==> src/rtl/ttt_pkg.sv <==
`default_nettype none
// +--------------------------------------------------------------------------+
// | ttt_pkg : cell codes, board constants and FSM state encoding             |
// | Rev 1.0 - initial release                                                |
// +--------------------------------------------------------------------------+
package ttt_pkg;

  localparam logic [1:0] CELL_EMPTY  = 2'b00;
  localparam logic [1:0] CELL_P1     = 2'b01;
  localparam logic [1:0] CELL_P2     = 2'b10;
  localparam logic [1:0] RESULT_DRAW = 2'b11;

  localparam int         NUM_CELLS = 9;
  localparam logic [3:0] LAST_IDX  = 4'd8;
  localparam logic [3:0] MAX_MOVES = 4'd9;

  typedef enum logic [1:0] {
    PLAY  = 2'd0,
    CHECK = 2'd1,
    DONE  = 2'd2
  } state_e;

  function automatic logic [1:0] other_player(input logic [1:0] code);
    return (code == CELL_P1) ? CELL_P2 : CELL_P1;
  endfunction

endpackage
`default_nettype wire

==> src/rtl/ttt_game_ctrl_if.sv <==
`default_nettype none
// +--------------------------------------------------------------------------+
// | ttt_game_ctrl_if : move request handshake between player and controller  |
// | Rev 1.0 - initial release                                                |
// +--------------------------------------------------------------------------+
interface ttt_game_ctrl_if;
  logic       move_valid;
  logic [3:0] move_pos;
  logic       move_ready;
  logic       illegal;

  modport master (output move_valid, output move_pos, input move_ready, input illegal);
  modport slave  (input move_valid, input move_pos, output move_ready, output illegal);
endinterface
`default_nettype wire

==> src/rtl/ttt_board_reg.sv <==
`default_nettype none
// +--------------------------------------------------------------------------+
// | ttt_board_reg : 9x2-bit board storage, one write port, occupancy lookup  |
// | Rev 1.0 - initial release                                                |
// +--------------------------------------------------------------------------+
module ttt_board_reg
  import ttt_pkg::*;
(
  input  logic        clk,
  input  logic        clr,
  input  logic        wr_en,
  input  logic [3:0]  wr_idx,
  input  logic [1:0]  wr_code,
  input  logic [3:0]  rd_idx,
  output logic        occupied,
  output logic [17:0] board
);

  logic [1:0] r_cells [NUM_CELLS];

  always_ff @(posedge clk) begin
    if (clr) begin
      for (int i = 0; i < NUM_CELLS; i++) r_cells[i] <= CELL_EMPTY;
    end else if (wr_en && (wr_idx <= LAST_IDX)) begin
      r_cells[wr_idx] <= wr_code;
    end
  end

  // Out-of-range indices report empty; the caller rejects them separately.
  assign occupied = (rd_idx <= LAST_IDX) ? (r_cells[rd_idx] != CELL_EMPTY) : 1'b0;

  genvar gi;
  generate
    for (gi = 0; gi < NUM_CELLS; gi++) begin : g_flat
      assign board[2*gi+1:2*gi] = r_cells[gi];
    end
  endgenerate

endmodule
`default_nettype wire

==> src/rtl/ttt_game_ctrl.sv <==
`default_nettype none
// +--------------------------------------------------------------------------+
// | ttt_game_ctrl : tic-tac-toe turn/legality FSM; optional TTT_TIMEOUT_EN   |
// | Rev 1.0 - initial release                                                |
// +--------------------------------------------------------------------------+
module ttt_game_ctrl
  import ttt_pkg::*;
#(
  parameter logic [1:0] FIRST_PLAYER   = 2'b01,
  parameter int         TIMEOUT_CYCLES = 1000
) (
  input  logic              clk,
  input  logic              reset,
  input  logic              new_game,
  ttt_game_ctrl_if.slave    mv,
  output logic [17:0]       board,
  output logic [1:0]        turn,
  input  logic              win_valid,
  input  logic [1:0]        win_who,
  output logic              game_over,
  output logic [1:0]        result,
  output logic [3:0]        move_count
`ifdef TTT_TIMEOUT_EN
  ,
  output logic              timeout
`endif
);

  localparam logic [1:0] S_PLAY  = PLAY;
  localparam logic [1:0] S_CHECK = CHECK;
  localparam logic [1:0] S_DONE  = DONE;

  logic [1:0] r_state;
  logic [1:0] r_turn;
  logic [1:0] r_result;
  logic [3:0] r_count;
  logic       r_illegal;

  logic w_clr;
  logic w_occupied;
  logic w_bad;
  logic w_req;
  logic w_accept;
  logic w_expire;

  assign w_clr    = reset | new_game;
  assign w_req    = (r_state == S_PLAY) && mv.move_valid;
  assign w_bad    = (mv.move_pos > LAST_IDX) || w_occupied;
  assign w_accept = w_req && !w_bad;

  ttt_board_reg u_board (
    .clk      (clk),
    .clr      (w_clr),
    .wr_en    (w_accept),
    .wr_idx   (mv.move_pos),
    .wr_code  (r_turn),
    .rd_idx   (mv.move_pos),
    .occupied (w_occupied),
    .board    (board)
  );

`ifdef TTT_TIMEOUT_EN
  localparam int TO_W = $clog2(TIMEOUT_CYCLES + 1);

  logic [TO_W-1:0] r_idle_cnt;
  logic            r_timeout;

  assign w_expire = (r_state == S_PLAY) && !w_accept &&
                    (r_idle_cnt == TO_W'(TIMEOUT_CYCLES - 1));

  always_ff @(posedge clk) begin
    if (w_clr) begin
      r_idle_cnt <= '0;
      r_timeout  <= 1'b0;
    end else begin
      r_timeout <= w_expire;
      if ((r_state != S_PLAY) || w_accept || w_expire) r_idle_cnt <= '0;
      else                                             r_idle_cnt <= TO_W'(r_idle_cnt + 1'b1);
    end
  end

  assign timeout = r_timeout;
`else
  logic unused_timeout_cycles;
  assign unused_timeout_cycles = |TIMEOUT_CYCLES;
  assign w_expire = 1'b0;
`endif

  always_ff @(posedge clk) begin
    if (w_clr) begin
      r_state   <= S_PLAY;
      r_turn    <= FIRST_PLAYER;
      r_result  <= CELL_EMPTY;
      r_count   <= 4'd0;
      r_illegal <= 1'b0;
    end else begin
      r_illegal <= w_req && w_bad;
      case (r_state)
        S_PLAY: begin
          if (w_accept) begin
            r_count <= 4'(r_count + 4'd1);
            r_state <= S_CHECK;
          end else if (w_expire) begin
            r_turn <= other_player(r_turn);
          end
        end
        S_CHECK: begin
          // A winning ninth move is checked before the draw condition.
          if (win_valid) begin
            r_result <= win_who;
            r_state  <= S_DONE;
          end else if (r_count == MAX_MOVES) begin
            r_result <= RESULT_DRAW;
            r_state  <= S_DONE;
          end else begin
            r_turn  <= other_player(r_turn);
            r_state <= S_PLAY;
          end
        end
        S_DONE:  r_state <= S_DONE;
        default: r_state <= S_PLAY;
      endcase
    end
  end

  assign mv.move_ready = (r_state == S_PLAY);
  assign mv.illegal    = r_illegal;
  assign game_over     = (r_state == S_DONE);
  assign turn          = (r_state == S_DONE) ? CELL_EMPTY : r_turn;
  assign result        = r_result;
  assign move_count    = r_count;

endmodule
`default_nettype wire

==> src/flat_wrapper.sv <==
// flat-port wrapper written by rule: the top's interface ports become plain ports
module ttt_game_ctrl_flat import ttt_pkg::*;
#(
  parameter logic [1:0] FIRST_PLAYER   = 2'b01,
  parameter int         TIMEOUT_CYCLES = 1000
)
  (clk, reset, new_game, board, turn, win_valid, win_who, game_over, result, move_count, mv_move_valid, mv_move_pos, mv_move_ready, mv_illegal);
  ttt_game_ctrl_if mv_i ();
  input  logic clk;
  input  logic reset;
  input  logic new_game;
  output logic [17:0] board;
  output logic [1:0] turn;
  input  logic win_valid;
  input  logic [1:0] win_who;
  output logic game_over;
  output logic [1:0] result;
  output logic [3:0] move_count;
  input wire logic [$bits(mv_i.move_valid)-1:0] mv_move_valid;
  input wire logic [$bits(mv_i.move_pos)-1:0] mv_move_pos;
  output wire logic [$bits(mv_i.move_ready)-1:0] mv_move_ready;
  output wire logic [$bits(mv_i.illegal)-1:0] mv_illegal;
  assign mv_i.move_valid = mv_move_valid;
  assign mv_i.move_pos = mv_move_pos;
  assign mv_move_ready = mv_i.move_ready;
  assign mv_illegal = mv_i.illegal;
  ttt_game_ctrl #(.FIRST_PLAYER(FIRST_PLAYER), .TIMEOUT_CYCLES(TIMEOUT_CYCLES)) u_core (.clk(clk), .reset(reset), .new_game(new_game), .mv(mv_i), .board(board), .turn(turn), .win_valid(win_valid), .win_who(win_who), .game_over(game_over), .result(result), .move_count(move_count));
endmodule
==> config.mk <==
export PLATFORM = sky130hd
export DESIGN_NAME = ttt_game_ctrl_flat
export DESIGN_NICKNAME = d
export VERILOG_FILES = /design/src/rtl/ttt_pkg.sv /design/src/rtl/ttt_game_ctrl_if.sv /design/src/rtl/ttt_board_reg.sv /design/src/rtl/ttt_game_ctrl.sv /design/src/flat_wrapper.sv
export SDC_FILE = /design/constraint.sdc
export NUM_CORES = 1
export LEC_CHECK = 0
export BUFFER_PORTS_ARGS = -buffer_cell sky130_fd_sc_hd__buf_2
export CAP_MARGIN = 25
export CORE_MARGIN = 5
export CORE_UTILIZATION = 54
export DETAILED_ROUTE_END_ITERATION = 12
export GPL_ROUTABILITY_DRIVEN = 0
export GPL_TIMING_DRIVEN = 0
export PLACE_DENSITY = 0.94
export SYNTH_ARGS = -nofsm -noshare
export SYNTH_HDL_FRONTEND = slang
export SYNTH_HIERARCHICAL = 1
export SYNTH_SLANG_ARGS = --single-unit
export TNS_END_PERCENT = 50
==> constraint.sdc <==
create_clock -name clk -period 4.27 [get_ports clk]
set_input_delay 0 -clock clk [delete_from_list [all_inputs] [get_ports clk]]
set_output_delay 0 -clock clk [all_outputs]
set_load 0.01 [all_outputs]
==> impl_metrics.py <==
metrics = {
    "sta": {
        "grt_setup_unrepaired": "false",
        "hold_violations": 0,
        "worst_slew_pin_slew_ps": 382,
        "fin_skew_ps": 8.86,
        "fmax_mhz": 338,
        "setup_tns_ps": 0,
        "number_of_pins_exceeding_their_max_slew_limit_in_the_final_report": 0,
        "max_slew_margin_pct": 73.8,
        "fin_crit_ps": 2960,
        "finalCritPeriodShare_pct": 69.3,
        "total_of_endpoints_with_negative_setup_slack_in_the_final_report": 0,
    },
    "floorplanning": {
        "floorplan.die_area_mm2": 0.00395,
        "die_y_um": 62.9,
        "placementRows": 19,
        "dieWidth_um": 62.9,
        "core_box_area_mm2": 0.00271,
        "pin_count": 40,
        "starting_density_of_the_core_pct": 55.7,
    },
    "synthesis": {
        "yosys.area.top_type": "edfxtp_1",
        "synthFlopType": "edfxtp_1",
        "flip_flop_and_latch_count_after_synthesis": 29,
        "sequential_to_total_area_share_from_yosys_stat_pct": 50.4,
        "synthesis.instances": 137,
        "synth_commonest_cells": "and2_1, edfxtp_1, dfxtp_1",
        "synthesis.area_per_instance_um2": 11.0,
        "synth-edff-count": 18,
        "synth.most_common_cell": "and2_1",
        "synthArstFlopShare_pct": 0,
        "syn-num-nets": 150,
        "biggest_area_contributors_in_the_synthesized_netlist": "edfxtp_1, dfxtp_1, and2_1",
        "yosysWarningCount": 6,
        "ys_types": 43,
        "synth_top_cell_area_share_pct": 35.8,
        "syn-cell-area_mm2": 0.00151,
    },
    "placement": {
        "port_bufs": 39,
        "post-dp-hpwl_um": 2530,
    },
    "cts": {
        "clockRootBuffer": "clkbuf_4",
        "cts_made_buffers": 5,
        "h_tree_depth_reported_by_cts": 2,
        "clock_sinks": 29,
        "clk_path_buf_depth": 2,
        "clk-insertion-delay-late_ps": 330,
        "tritoncts_clock_tree": "done",
        "clk_transition_reported_paths_ps": 90,
        "postCtsSetupBuffers": 0,
    },
    "setup_path": {
        "worst_ep_required_time_ps": 4310,
        "startpoint_type": "register",
        "cp_max_fo": 7,
        "worst-setup-path-type": "reg -> reg",
        "endpoint_kind": "register",
        "critical_path_arrival_ps": 3000,
    },
    "pwr": {
        "sw_frac_of_total_pct": 22.8,
        "report.power.total_w": 0.000614,
        "power_density_mw_per_mm2": 326,
        "power_switching_w": 0.000140,
        "internal_power_w": 0.000474,
        "max-vdd-ir-drop_v": 0.000364,
        "clockPowerShare_pct": 38.2,
        "sequential_fraction_of_design_power_pct": 50.8,
        "leakagePower_nw": 0.816,
        "power.share.combinational_pct": 11.0,
    },
    "route": {
        "routed_via_density": 5.51,
        "drt_antenna_net_count": 0,
        "route.vias.total": 1212,
        "dr.pass1.iters": 4,
        "detailedRoute.firstIterationViolations": 35,
        "wl_um": 3400,
        "drcViolationCount": 0,
        "routedWlPerCell_um": 15.4,
    },
    "finish": {
        "areaGrowthSynthToFinish_pct": 24.4,
        "post_route_cells_drive_above_1_share_pct": 35.4,
        "fillers": 212,
        "nNetsFinal": 201,
        "antennaDiodeCount": 0,
    },
    "global_routing": {
        "grt_pass1_vias": 1299,
        "maximum_number_of_pins_on_one_net_before_global_route_repair": 13,
        "grt_first_pass_wirelength_um": 5900,
        "overflow": 0,
        "groute.usage.overall_pct": 18.6,
        "grt_antenna_before_repair": 0,
    },
    "run": {
        "maxCapViolCount": 0,
    },
    "worst_hold_path": {
        "hp-class": "in -> reg",
    },
    "status": {
        "outcome": "completed",
    },
}
## cell families after synthesis
kind of cell,after synthesis,synth area share [%]
and+or+nand+nor,79,34.6
DFF,29,50.4
AOI/OAI and AO/OA,16,9.69
buffers and inverters,10,2.98
adders and majority gates,2,1.66
muxes,1,0.663
## sequential cells by signal (all words and copies together) (netlist names)
register and flops:
u_core/move_count 4, u_core/r_state 2, u_core/r_turn 2, u_core/u_board/r_cells 18
u_core/mv.illegal 1, u_core/result 2
## routing by layer
metal	vias to the layer above	GRT usage [%]	routed length [um]
met2	41	32.9	1750
met5	-	0	0
met1	571	20.5	1380
met4	0	6.10	34
li1	596	-	-
met3	4	6.47	235
## final cells by class
class,count,area [um^2],area share (%)
Tap cell,31,38.8,2.06
Clock inverter,1,30.0,1.60
Inverter,8,30.0,1.60
Timing Repair Buffer,44,245,13.0
Multi-Input combinational cell,98,704,37.5
Clock buffer,7,55.1,2.93
Buffer,2,15.0,0.799
Sequential cell,29,761,40.5
## worst max-delay path, stage by stage, from the launching register on
cell	delay (ps)
edfxtp_1	410
nor4_2	250
a2111oi_2	100
nor4_1	310
a21oi_1	150
nor4b_4	400
and2_2	290
nor3b_2	210
nand2_1	120
nor3b_2	250
or2_1	190
## path summary, 6_finish.rpt
kind         cells after the start                      endpoint                    startpoint  slack [ps]
max reg2reg                     10  u_core/u_board/r_cells[8][1]  u_core/u_board/r_cells[0][0]        1310
min                              3             u_core/r_state[1]                      new_game          30
min reg2reg                      1              u_core/result[0]              u_core/result[0]         540
max                             10  u_core/u_board/r_cells[8][1]  u_core/u_board/r_cells[0][0]        1310
## power groups by stage
stage / Sequential [W] / Clock, W / Combinational [W]
2_1_floorplan: 0.000322 / 0 / 0.0000319
3_3_place_gp: 0.000317 / 0 / 0.0000608
3_5_place_dp: 0.000318 / 0 / 0.0000636
4_1_cts: 0.000312 / 0.000239 / 0.0000674
5_1_grt: 0.000313 / 0.000256 / 0.0000742
6_report: 0.000312 / 0.000235 / 0.0000674
## metrics by stage
stage / util (%) / area [um^2] / instances / hold WS (ps) / setup WS [ps]
2_1_floorplan: - / 1510 / 137 / 128 / 1640
3_3_place_gp: 64.4 / 1740 / 207 / 258 / 1500
3_5_place_dp: 64.4 / 1740 / 207 / 270 / 1360
4_1_cts: 69.3 / 1880 / 220 / 3.12 / 1310
5_1_grt: 69.3 / 1880 / 220 / 32.6 / 1150
6_report: 69.3 / 1880 / 220 / 30.9 / 1310
## timing repair
action / CTS / global route
endpoints found under the setup margin: 0 / 0
hold buffers: 5 / 0
hold endpoints to repair: 5 / 0
resized for setup: 0 / 0
## cell usage in the layout (no fill, tap or decap), types with 3 or more instances in the layout
cell type,netlist,final
buf_2,0,39
inv_1,7,7
nand2_1,8,8
nor3_1,8,8
and2_1,20,20
clkbuf_4,0,5
nor4_1,3,3
or2_1,9,9
a21oi_1,4,4
nor3b_2,4,4
nor2_1,7,7
dfxtp_1,11,11
dlygate4sd3_1,0,5
edfxtp_1,18,18
No activity file was read; power rests on OpenSTA's default activity.
